$ cat src/rtl/mealy_evt_pkg.sv
// Shared definitions for the mealy event counter: pattern-detector codes and
// the report buffer state encoding.
package mealy_evt_pkg;

    localparam logic [1:0] PAT_NONE = 2'b00;
    localparam logic [1:0] PAT_RISE = 2'b01;
    localparam logic [1:0] PAT_FALL = 2'b10;
    localparam logic [1:0] PAT_ILL  = 2'b11;

    typedef enum logic {
        RB_EMPTY = 1'b0,
        RB_FULL  = 1'b1
    } rb_state_e;

endpackage

$ cat src/rtl/mealy_evt_rpt_buf.sv
// One-entry report register with valid/ready handshake; remembers windows that
// were discarded while full and flags them on the next report that gets through.
module mealy_evt_rpt_buf
    import mealy_evt_pkg::*;
#(
    parameter int unsigned CNT_W = 5
) (
    input  logic             clock,
    input  logic             reset_n,
    input  logic             win_end,
    input  logic [CNT_W-1:0] win_fall,
    input  logic [CNT_W-1:0] win_rise,
    input  logic             rep_ready,
    output logic             rep_valid,
    output logic [CNT_W-1:0] rep_fall,
    output logic [CNT_W-1:0] rep_rise,
    output logic             rep_drop
);

    rb_state_e        state_q, state_d;
    logic [CNT_W-1:0] fall_q, fall_d;
    logic [CNT_W-1:0] rise_q, rise_d;
    logic             drop_q, drop_d;
    logic             drop_pend_q, drop_pend_d;

    always_comb begin
        state_d     = state_q;
        fall_d      = fall_q;
        rise_d      = rise_q;
        drop_d      = drop_q;
        drop_pend_d = drop_pend_q;
        unique case (state_q)
            RB_EMPTY: begin
                if (win_end) begin
                    state_d     = RB_FULL;
                    fall_d      = win_fall;
                    rise_d      = win_rise;
                    drop_d      = drop_pend_q;
                    drop_pend_d = 1'b0;
                end
            end
            RB_FULL: begin
                if (rep_ready) begin
                    // The held report leaves on this edge, so a coincident window
                    // end takes the slot instead of being dropped.
                    if (win_end) begin
                        fall_d      = win_fall;
                        rise_d      = win_rise;
                        drop_d      = drop_pend_q;
                        drop_pend_d = 1'b0;
                    end else begin
                        state_d = RB_EMPTY;
                    end
                end else if (win_end) begin
                    drop_pend_d = 1'b1;
                end
            end
            default: state_d = RB_EMPTY;
        endcase
    end

    always_ff @(posedge clock) begin
        if (!reset_n) begin
            state_q     <= RB_EMPTY;
            fall_q      <= '0;
            rise_q      <= '0;
            drop_q      <= 1'b0;
            drop_pend_q <= 1'b0;
        end else begin
            state_q     <= state_d;
            fall_q      <= fall_d;
            rise_q      <= rise_d;
            drop_q      <= drop_d;
            drop_pend_q <= drop_pend_d;
        end
    end

    assign rep_valid = (state_q == RB_FULL);
    assign rep_fall  = fall_q;
    assign rep_rise  = rise_q;
    assign rep_drop  = drop_q;

endmodule

$ cat src/rtl/mealy_event_counter.sv
// Counts rise/fall event codes over windows of WINDOW valid samples and reports
// each window through a one-deep buffer. MEALY_EVT_ERR_EN adds the sticky err flag.
module mealy_event_counter
    import mealy_evt_pkg::*;
#(
    parameter int unsigned WINDOW = 16,
    parameter int unsigned CNT_W  = 5
) (
    input  logic             clock,
    input  logic             reset_n,
    input  logic             in_valid,
    input  logic [1:0]       pat,
    output logic             rep_valid,
    input  logic             rep_ready,
    output logic [CNT_W-1:0] rep_fall,
    output logic [CNT_W-1:0] rep_rise,
    output logic             rep_drop
`ifdef MEALY_EVT_ERR_EN
    ,
    output logic             err
`endif
);

    localparam int unsigned IDX_W = (WINDOW > 1) ? $clog2(WINDOW) : 1;
    localparam logic [IDX_W-1:0] IDX_LAST = IDX_W'(WINDOW - 1);

    if (WINDOW < 2 || (64'd1 << CNT_W) <= 64'(WINDOW)) begin : g_bad_param
        $error("mealy_event_counter: need WINDOW >= 2 and 2**CNT_W > WINDOW");
    end

    logic [IDX_W-1:0] idx_q, idx_d;
    logic [CNT_W-1:0] cnt_rise_q, cnt_rise_d;
    logic [CNT_W-1:0] cnt_fall_q, cnt_fall_d;
    logic [CNT_W-1:0] sum_rise, sum_fall;
    logic             is_rise, is_fall, win_end;

    always_comb begin
        is_rise  = in_valid && (pat == PAT_RISE);
        is_fall  = in_valid && (pat == PAT_FALL);
        // Window totals include the current sample so the last one is reported.
        sum_rise = cnt_rise_q + CNT_W'(is_rise);
        sum_fall = cnt_fall_q + CNT_W'(is_fall);
        win_end  = in_valid && (idx_q == IDX_LAST);

        idx_d      = idx_q;
        cnt_rise_d = cnt_rise_q;
        cnt_fall_d = cnt_fall_q;
        if (win_end) begin
            idx_d      = '0;
            cnt_rise_d = '0;
            cnt_fall_d = '0;
        end else if (in_valid) begin
            idx_d      = idx_q + IDX_W'(1);
            cnt_rise_d = sum_rise;
            cnt_fall_d = sum_fall;
        end
    end

    always_ff @(posedge clock) begin
        if (!reset_n) begin
            idx_q      <= '0;
            cnt_rise_q <= '0;
            cnt_fall_q <= '0;
        end else begin
            idx_q      <= idx_d;
            cnt_rise_q <= cnt_rise_d;
            cnt_fall_q <= cnt_fall_d;
        end
    end

`ifdef MEALY_EVT_ERR_EN
    logic err_q;

    always_ff @(posedge clock) begin
        if (!reset_n) begin
            err_q <= 1'b0;
        end else if (in_valid && (pat == PAT_ILL)) begin
            err_q <= 1'b1;
        end
    end

    assign err = err_q;
`endif

    mealy_evt_rpt_buf #(
        .CNT_W(CNT_W)
    ) u_rpt_buf (
        .clock    (clock),
        .reset_n  (reset_n),
        .win_end  (win_end),
        .win_fall (sum_fall),
        .win_rise (sum_rise),
        .rep_ready(rep_ready),
        .rep_valid(rep_valid),
        .rep_fall (rep_fall),
        .rep_rise (rep_rise),
        .rep_drop (rep_drop)
    );

endmodule

$ cat config.mk
export PLATFORM = sky130hd
export DESIGN_NAME = mealy_event_counter
export DESIGN_NICKNAME = d
export VERILOG_FILES = /design/src/rtl/mealy_evt_pkg.sv /design/src/rtl/mealy_evt_rpt_buf.sv /design/src/rtl/mealy_event_counter.sv
export SDC_FILE = /design/constraint.sdc
export NUM_CORES = 1
export LEC_CHECK = 0
export CORE_MARGIN = 2
export CORE_UTILIZATION = 52
export DETAILED_ROUTE_END_ITERATION = 16
export PLACE_DENSITY = 0.78
export SETUP_SLACK_MARGIN = 0.3
export SYNTH_ARGS = -nofsm -noshare
export SYNTH_HDL_FRONTEND = slang
export SYNTH_SLANG_ARGS = --single-unit
$ cat constraint.sdc
create_clock -name clock -period 2.4 [get_ports clock]
set_input_delay 0.36 -clock clock [delete_from_list [all_inputs] [get_ports clock]]
set_output_delay 0.36 -clock clock [all_outputs]
set_load 0.01 [all_outputs]
# Word level (Yosys, flattened, before mapping)
# Index checks and enable logic that the tools add are counted.
# W data, S select, Z words.
# word_totals
inputBits,6
reg_bits,27
wordCells,38
# classes
n_bitwise,2
n_reduce_logical,4
n_eq_ne,5
addsub,3
mux,16
# op_table
cell,n
$mux W5,4
$pmux W5 S2,2
$add A5 B1 Y5,2
$mux W1,7
$pmux W1 S2,3
$add A4 B1 Y4 const B,1
$eq A4 B4 Y1 const B,1
$logic_and A1 B1 Y1,3
$ne A3 B2 Y1 const B,1
$eq A2 B1 Y1 const B,1
$eq A2 B2 Y1 const B,1
$ne A2 B2 Y1 const B,1
$not A1 Y1,2
$reduce_or A2 Y1,1

# Longest topological paths before layout
# Gate-level depths: netlist of run 1.
# depth
word_depth,6
depth_mapped,9
mapped_depth_nobuf,7

# Hierarchy
# A second synthesis of run 1 with hierarchy kept.
# unflattened
hier_cells,129
hier_area_um2,1257.5
# by_module_without_submodules
mod,instances,cells_each,seq_area_each_um2,area_each_um2
mealy_event_counter,1,75,280.3,723.2
mealy_evt_rpt_buf,1,54,260.2,534.3

# Worst setup path after synthesis of run 1
# No wires, ideal clock.
# synth_timing
kind,input to register
startpoint,in in_valid
endpoint,"reg u_rpt_buf.rise_q[4], in the netlist u_rpt_buf.rep_rise[4]"
t_required_ns,2.321
arrival_ns,1.701
path_buffers,2
path_stages,8
setup_slack_ns,0.619
cell_sequence,buf_4 buf_2 and3b_1 ha_1 ha_1 nand3_1 xor2_1 a211oi_2
# synth_between
elab_chain_cells,5
word_cells_on_any_way,6
cone_classes,add/sub: 1; mux: 3; reduce/logical: 2
# synth_rtl
item,line_no,source
from (decl),mealy_event_counter.sv:11,"input logic in_valid,"
$logic_and A1 B1 Y1,mealy_event_counter.sv:38,is_rise = in_valid && (pat == PAT_RISE);
$add A5 B1 Y5,mealy_event_counter.sv:41,sum_rise = cnt_rise_q + CNT_W'(is_rise);
$mux W5 *,"mealy_evt_rpt_buf.sv:34, mealy_evt_rpt_buf.sv:46",
$mux W5,mealy_evt_rpt_buf.sv:43,if (rep_ready) begin
$pmux W5 S2 *,mealy_evt_rpt_buf.sv:32,unique case (state_q)
to (signal assigned),mealy_evt_rpt_buf.sv:72,rise_q <= rise_d;
to (decl),mealy_evt_rpt_buf.sv:22,"logic [CNT_W-1:0] rise_q, rise_d;"
# Every way passes the cells marked *; elsewhere a longest branch is shown, timed or not. The select of a mux whose other input is x is not followed.
# A chain may end at the register's enable or synchronous reset.

# Worst setup path in the final report of run 1
# layout_timing
startpoint,in in_valid
endpoint,"reg u_rpt_buf.fall_q[4], in the netlist u_rpt_buf.rep_fall[4]"
# layout_between
elab_chain_cells,5
word_cells_on_any_way,6
cone_classes,add/sub: 1; mux: 3; reduce/logical: 2
# layout_rtl
item,line_no,source
$logic_and A1 B1 Y1,mealy_event_counter.sv:39,is_fall = in_valid && (pat == PAT_FALL);
$add A5 B1 Y5,mealy_event_counter.sv:42,sum_fall = cnt_fall_q + CNT_W'(is_fall);
$mux W5 *,"mealy_evt_rpt_buf.sv:34, mealy_evt_rpt_buf.sv:46",
$mux W5,mealy_evt_rpt_buf.sv:43,
$pmux W5 S2 *,mealy_evt_rpt_buf.sv:32,
to (signal assigned),mealy_evt_rpt_buf.sv:71,fall_q <= fall_d;
to (decl),mealy_evt_rpt_buf.sv:21,"logic [CNT_W-1:0] fall_q, fall_d;"
# Marked as above.

==> results of run 1 <==
## flip-flops by register name, summed over array words and instances, names as in the netlist
signal / flops
idx_q: 4
cnt_rise_q: 5
u_rpt_buf.rep_valid: 1
u_rpt_buf.rep_drop: 1
u_rpt_buf.rep_fall: 5
u_rpt_buf.rep_rise: 5
cnt_fall_q: 5
u_rpt_buf.drop_pend_q: 1
## cell type report
cell class                      count  area, um2
Multi-Input combinational cell     90        611
Sequential cell                    27        541
Clock buffer                        4       26.3
Timing Repair Buffer               19        185
Inverter                            1       3.75
Fill cell                         197        790
Tap cell                           28       35.0
## per-layer routing
metal,global-route usage,vias up,routed length (um)
met1,0.254,446,1020
met4,0.0921,0,29
li1,-,467,-
met5,0,-,0
met2,0.308,14,1110
met3,0.0287,4,61
## power by group through the flow
| stage | logic, mW | registers [mW] | clock network, mW |
|---|---|---|---|
| 2_1_floorplan | 0.0277 | 0.467 | 0 |
| 3_3_place_gp | 0.0408 | 0.467 | 0 |
| 3_5_place_dp | 0.0424 | 0.468 | 0 |
| 4_1_cts | 0.0424 | 0.458 | 0.196 |
| 5_1_grt | 0.0460 | 0.459 | 0.212 |
| 6_report | 0.0419 | 0.458 | 0.189 |
## synth_stat cells, drive strengths merged
library cell,count,share of area
dfxtp,27,0.45
xnor2,3,0.022
inv,1,0.0031
nor2,17,0.059
buf,5,0.029
nand2b,1,0.0052
xor2,12,0.087
mux2i,5,0.042
ha,5,0.052
a211oi,6,0.054
and3b,1,0.0073
and4,1,0.0094
nand3,9,0.037
o21ai,6,0.025
a21oi,12,0.050
nor2b,1,0.0052
nand4,6,0.036
nand2,5,0.016
clkbuf,3,0.011
## critical path, delay by kind of cell
kind                     cells  cell delay (ns)
AO/OA/AOI/OAI                1             0.20
XOR/XNOR                     1             0.17
adder cells (fa/ha/maj)      2             0.43
buffers and inverters        1             0.51
AND/OR/NAND/NOR              3             0.27
## how the worst min path moves through the flow
stage,from,to,slack (ns),depth (start not counted)
5_1_grt,u_rpt_buf.drop_pend_q,u_rpt_buf.rep_drop,0.52,2
3_3_place_gp,u_rpt_buf.drop_pend_q,u_rpt_buf.rep_drop,0.46,2
3_5_place_dp,u_rpt_buf.rep_fall[0],u_rpt_buf.rep_fall[0],0.47,2
6_report,u_rpt_buf.rep_fall[0],u_rpt_buf.rep_fall[0],0.49,2
2_1_floorplan,u_rpt_buf.drop_pend_q,u_rpt_buf.rep_drop,0.44,2
4_1_cts,u_rpt_buf.rep_fall[0],u_rpt_buf.rep_fall[0],0.49,2
## kinds of logic (layout without fill, tap and decap cells)
kind of cell | Yosys count | after routing | synth area share
AND/OR/NAND/NOR | 41 | 41 | 0.176
multiplexers | 5 | 5 | 0.0416
flip-flops | 27 | 27 | 0.449
adder cells (fa/ha/maj) | 5 | 5 | 0.0520
AO/OA/AOI/OAI | 24 | 24 | 0.129
buffers and inverters | 9 | 24 | 0.0436
XOR/XNOR | 15 | 15 | 0.109
==> results.cfg, run 1 <==
[outcome]
status = completed

[clocking]
cts_resized = 0
clock_sinks = 27
cts_tree = built
post_cts_buffers = 0
htreeDepth = 1
cts_buffers = 3
path_clk_slew_ns = 0.14
clockRootBuffer = clkbuf_4
clkLatencyLatePin_ns = 0.31
cts_buffer_depth = 2
postCtsHoldBufs = 0

[floorplan]
core_region_area_mm2 = 0.00219
dieWidth_um = 52.1
die_area_mm2 = 0.00272
initial_core_util = 0.549
std_cell_rows = 17
pin_count = 18
die_h_um = 52.1

[route]
drt_iter0_markers = 6
drtPass1Iterations = 4
vias = 931
ant_nets = 0
vias_per_cell = 5.51
drc = 0
drt_wl_total_mm = 2.22
wire_per_inst_um = 13.1

[yosys]
synth-seq-cells = 27
synth_warnings = 0
synth.avg_cell_area_um2 = 9.55
syn-cell-area_mm2 = 0.00120
seq_area_frac_synth = 0.449
syn_nets = 137
yosysUniqueCellTypes = 26
netlist_instances = 126

[power_and_ir_drop]
clkPwrFrac = 0.275
p_sw_uw = 151
p_int_uw = 538
seqPwrFrac = 0.665
p_total_uw = 689
power_density_mw_per_mm2 = 492
power_leakage_nw = 0.529
ir_drop_v = 0.000388
comb_power_share = 0.061
power_switching_share = 0.219

[setup_path]
rrSetupSlack_ns = 0.84
cp-start-kind = input pin
r2r-end = cnt_fall_q[2]
ff2ff_path_depth = 4
arrival_ns = 1.95
end_kind = flop
endpoint = u_rpt_buf.rep_fall[4]
slowest_stage = clkdlybuf4s50_1
worstPathCellList = clkdlybuf4s50_1 -> nand2_1 -> nor2_1 -> ha_1 -> ha_1 -> nand3_1 -> xor2_1 -> a211oi_2
crit_type = input pin to flop
cp_max_fo = 4
critical-path-max-stage-delay_ns = 0.51
r2r-start = idx_q[0]
startpoint = in_valid
cpMostUsedCell = ha_1
cp.required_ns = 2.65

[placement]
placed_area_mm2 = 0.00138
dp.cells = 165
place.port_buffers = 17
hpwl_mm = 1.66
gp_congestion = 0.738
pre_cts_slack_ns = 0.340

[sta]
clock_skew_ns = 0.00417
drv_slew = 0
fin_ws_ns = 0.698
fin_crit_sh = 0.709
tightestPinTransition_ns = 0.490
hold_violations = 0
relSlewSlack = 0.673
rsz0062_at_grt = false
final.setup.tns_ns = 0
timing.hold.ws_ns = 0.489
fmax_mhz = 587
finalSetupViolCount = 0
period_minus_slack_ns = 1.70

[global_route]
grt_pass1_vias = 825
grt_pass1_wl_mm = 3.86
grt_overflow = 0
grt.total_usage = 0.193
grt_start_max_net_pins = 15
grt_antenna_before_repair = 0

[job]
maxCapViolCount = 0

[finish]
diodes = 0
synthToLayoutAreaGrowth_pct = 16.4
final_layout_size_suffix_gt1_frac = 0.0851
fin_util = 0.640
final_nets = 153
layout_commonest_cell = dfxtp_1
finalInstanceArea_mm2 = 0.00140
final_cell_count_no_fill = 169
final_cell_mix = dfxtp_1 (27), clkdlybuf4s50_1 (17), nor2_1 (16)

[min_path]
min_path_type = flop to flop
No activity file was read; power rests on OpenSTA's default activity.
==> run 2, diff against run 1 <==
- clock period: 2.4 -> 1.74 ns (I/O delays scaled with it)
==> run 2 against run 1 <==
Net effect:
- routed wire length grew 15%
- utilization grew 5.1 points
- sequential share of layout area shrank 2.9 points
- via count grew 3.1%
- non-clock buffer count grew 3
- combinational power grew 67%
- global-route usage grew 0.63 points
- hold slack lost 0.0079 ns
- sequential cell count is the same
- clock skew grew 0.0027 ns
- critical path depth shrank 4
- design area grew 8.0%
==> results.cfg, run 2 (synthesized netlist as in run 1, its figures left out) <==
[outcome]
status = completed

[finish]
final_nets = 157
diodes = 0
layout_commonest_cell = dfxtp_1
final_layout_size_suffix_gt1_frac = 0.193
synthToLayoutAreaGrowth_pct = 25.8
final_cell_mix = dfxtp_1 (27), nor2_1 (15), dlygate4sd2_1 (13)
finalInstanceArea_mm2 = 0.00151
fin_util = 0.691

[power_and_ir_drop]
power_density_mw_per_mm2 = 646
p_int_uw = 748
seqPwrFrac = 0.647
power_switching_share = 0.235
ir_drop_v = 0.000643
clkPwrFrac = 0.281
power_leakage_nw = 0.611
p_sw_uw = 230
comb_power_share = 0.072

[setup_path]
cp_max_fo = 6
cp.required_ns = 1.99
worstPathCellList = ha_2 -> and4_4 -> a21oi_1 -> a211oi_1
critical-path-max-stage-delay_ns = 0.42
crit_family = flip-flops
end_kind = flop
cp-start-kind = flop
arrival_ns = 1.62
slowest_stage = dfxtp_1
crit_buf_inv = 0
crit_type = flop to flop

[sta]
period_minus_slack_ns = 1.37
finalSetupViolCount = 0
rsz0062_at_grt = false
drv_slew = 0
fin_crit_sh = 0.788
relSlewSlack = 0.681
hold_violations = 0
fmax_mhz = 729
clock_skew_ns = 0.00686
tightestPinTransition_ns = 0.479

[route]
vias = 960
drc = 0
drt_iter0_markers = 26
wire_per_inst_um = 14.8
vias_per_cell = 5.55
drt_wl_total_mm = 2.57
drtPass1Iterations = 4
ant_nets = 0

[floorplan]
die_h_um = 52.1
dieWidth_um = 52.1
std_cell_rows = 17
core_region_area_mm2 = 0.00219
pin_count = 18
die_area_mm2 = 0.00272
initial_core_util = 0.549

[clocking]
cts_tree = built
cts_buffers = 3
clkLatencyLatePin_ns = 0.33
path_clk_slew_ns = 0.15
clock_sinks = 27
cts_buffer_depth = 2
clockRootBuffer = clkbuf_4
postCtsHoldBufs = 0
htreeDepth = 1

[placement]
placed_area_mm2 = 0.00145
hpwl_mm = 1.78
gp_congestion = 0.735
place.port_buffers = 17

[global_route]
use_met3 = 0.0603
grt_antenna_before_repair = 0
grt_overflow = 0
busiest_layer = met2
grtUsageMet2 = 0.342
grt_pass1_wl_mm = 3.90
use_met1 = 0.240
grt_pass1_vias = 843
grt_start_max_net_pins = 17
grt.total_usage = 0.199

[job]
maxCapViolCount = 0

[min_path]
min_path_type = flop to flop
-- run 2: final timing paths --
kind	from	endpoint	slack, ns	depth (start not counted)
worst max-delay path	idx_q[0]	u_rpt_buf.rep_rise[3]	0.37	4
worst min-delay path	u_rpt_buf.drop_pend_q	u_rpt_buf.rep_drop	0.48	2
worst max register to register	idx_q[0]	u_rpt_buf.rep_rise[3]	0.37	4
worst min register to register	u_rpt_buf.drop_pend_q	u_rpt_buf.rep_drop	0.48	2
-- run 2: worst register-to-register path, stage by stage (launching register included) --
cell	delay (ns)
dfxtp_1	0.42
ha_2	0.26
and4_4	0.28
a21oi_1	0.08
a211oi_1	0.25
-- run 2: metrics by stage --
step | hold slack, ns | setup TNS, ns | instances | setup slack (ns) | power, mW
5_1_grt | 0.513 | 0 | 173 | 0.303 | 1.03
2_1_floorplan | 0.397 | 0 | 126 | 0.280 | 0.688
3_5_place_dp | 0.459 | -0.634 | 168 | -0.149 | 0.712
6_report | 0.481 | 0 | 173 | 0.368 | 0.978
4_1_cts | 0.479 | 0 | 172 | 0.280 | 0.990
3_3_place_gp | 0.453 | -0.372 | 168 | -0.142 | 0.709
-- run 2: layout make-up --
type,count,area (um2)
Clock buffer,3,22.5
Inverter,1,3.75
Clock inverter,1,7.51
Timing Repair Buffer,22,209
Tap cell,28,35.0
Fill cell,180,677
Sequential cell,27,541
Multi-Input combinational cell,91,696
-- run 2: power by group through the flow --
stage / registers (mW) / logic, mW / clock network, mW
floorplan: 0.644 / 0.0440 / 0
global placement: 0.645 / 0.0642 / 0
detailed placement: 0.646 / 0.0666 / 0
CTS: 0.633 / 0.0669 / 0.291
global route: 0.634 / 0.0765 / 0.316
finish: 0.633 / 0.0701 / 0.275
-- run 2: per-layer routing --
layer / up-vias / wire length, um
li1: 482 / -
met1: 458 / 1070
met2: 18 / 1390
met3: 2 / 96
met4: 0 / 14
met5: - / 0
-- run 2: timing repair --
action,CTS,global route
setup buffers,0,0
gates cloned,0,1
gates resized for setup,14,7
pin swaps,2,7
endpoints found under the hold margin,0,0
endpoints found under the setup margin,18,24
==> run 3, diff against run 2 <==
- CORE_UTILIZATION: 52 -> 47
- PLACE_DENSITY: 0.78 -> 0.75
- clock period: 1.74 -> 1.2 ns (I/O delays scaled with it)
==> run 3 against run 2 <==
Net effect:
- sequential share of layout area is 3.3 points lower
- clock power is 40% higher
- global-route usage decreased by 1.1 points
- cell count rose by 8.1%
==> results.cfg, run 3 (synthesized netlist as in run 1, its figures left out) <==
[clocking]
postCtsHoldBufs = 0
clockRootBuffer = clkbuf_4
clkLatencyLatePin_ns = 0.31
cts_tree = built
htreeDepth = 1
cts_buffer_depth = 2
clock_sinks = 27
cts_buffers = 3
path_clk_slew_ns = 0.14

[setup_path]
crit_family = flip-flops
slowest_stage = dfxtp_2
cp.required_ns = 1.45
worstPathCellList = ha_4 -> ha_4 -> buf_6 -> xnor2_2 -> a211oi_2
cpMostUsedCell = ha_4
cp-start-kind = flop
cp_max_fo = 4
critical-path-max-stage-delay_ns = 0.36
crit_buf_inv = 1
crit_type = flop to flop
end_kind = flop
arrival_ns = 1.44

[route]
vias_per_cell = 5.45
drt_wl_total_mm = 2.63
drc = 0
ant_nets = 0
drtPass1Iterations = 4
drt_iter0_markers = 11
vias = 1020
wire_per_inst_um = 14.1

[global_route]
grt_overflow = 0
grt_pass1_vias = 902
grt_pass1_wl_mm = 3.99
grt.total_usage = 0.188
grt_antenna_before_repair = 0
grt_start_max_net_pins = 16

[sta]
drv_slew = 0
finalSetupViolCount = 0
fmax_mhz = 837
relSlewSlack = 0.807
rsz0062_at_grt = true
clock_skew_ns = 0.00189
fin_ws_ns = 0.00560
tightestPinTransition_ns = 0.289
period_minus_slack_ns = 1.19
timing.hold.ws_ns = 0.466
fin_crit_sh = 0.995
hold_violations = 0

[job]
maxCapViolCount = 0

[power_and_ir_drop]
power_density_mw_per_mm2 = 829
power_leakage_nw = 0.657
ir_drop_v = 0.000558

[finish]
final_layout_size_suffix_gt1_frac = 0.490
final_nets = 169
fin_util = 0.705
final_cell_mix = dfxtp_2 (16), nor2_1 (15), buf_6 (13), buf_4 (13), xor2_1 (12)
layout_commonest_cell = dfxtp_2
synthToLayoutAreaGrowth_pct = 43.9
fillers = 199
final_cell_count_no_fill = 187
diodes = 0

[outcome]
status = completed

[placement]
place.port_buffers = 17
hpwl_mm = 1.78
pre_cts_slack_ns = -0.590
gp_congestion = 0.784
dp.cells = 175

[floorplan]
std_cell_rows = 18
initial_core_util = 0.490
die_area_mm2 = 0.00298
core_region_area_mm2 = 0.00245
die_h_um = 54.6
dieWidth_um = 54.6
pin_count = 18

[min_path]
min_path_type = input pin to flop
## run 3: final timing paths
| kind | from | to | slack, ns | cells past startpoint |
|---|---|---|---|---|
| min | in_valid | cnt_rise_q[0] | 0.47 | 4 |
| max reg2reg | cnt_fall_q[0] | u_rpt_buf.rep_fall[2] | 0.006 | 5 |
| max | cnt_fall_q[0] | u_rpt_buf.rep_fall[2] | 0.006 | 5 |
| min reg2reg | u_rpt_buf.drop_pend_q | u_rpt_buf.rep_drop | 0.49 | 2 |
## run 3: worst register-to-register path: stages, from the launching register on
cell	delay [ns]
dfxtp_2	0.36
ha_4	0.17
ha_4	0.17
buf_6	0.11
xnor2_2	0.12
a211oi_2	0.20
## run 3: repair_timing
action                                 in CTS  in global routing
resized for setup                          82                  4
pin swaps                                  12                  3
endpoints found under the hold margin       0                  0
gates cloned                                1                  0
buffers inserted                            6                  1
setup endpoints to repair                  39                 39
## run 3: where the power goes
group | switching, mW | internal (mW)
registers | 0.0109 | 0.909
logic | 0.0611 | 0.0719
clock network | 0.259 | 0.125
total | 0.331 | 1.10
## run 3: layer usage
metal  wire [um]  track usage  up-vias
met3         100       0.0328        2
met5           0            0        -
li1            -            -      507
met4          20       0.0625        0
met1        1180        0.239      490
met2        1330        0.319       21
## run 3: layout make-up
| type | instances | area, um2 | area share |
|---|---|---|---|
| clock buffers | 3 | 22.5 | 0.0130 |
| clock inverters | 1 | 5.00 | 0.00289 |
| inverters | 1 | 3.75 | 0.00217 |
| multi-input cells | 91 | 752 | 0.434 |
| flip-flops and latches | 27 | 561 | 0.324 |
| well taps | 30 | 37.5 | 0.0217 |
| repair buffers | 34 | 350 | 0.202 |
## run 3: through the flow
| stage | instance area [um2] | TNS, ns | power [mW] |
|---|---|---|---|
| 3_5_place_dp | 1570 | -11.41 | 1.06 |
| 2_1_floorplan | 1330 | -1.13 | 1.01 |
| 5_1_grt | 1730 | -0.449 | 1.50 |
| 3_3_place_gp | 1570 | -10.50 | 1.06 |
| 6_report | 1730 | 0 | 1.44 |
| 4_1_cts | 1720 | 0 | 1.46 |
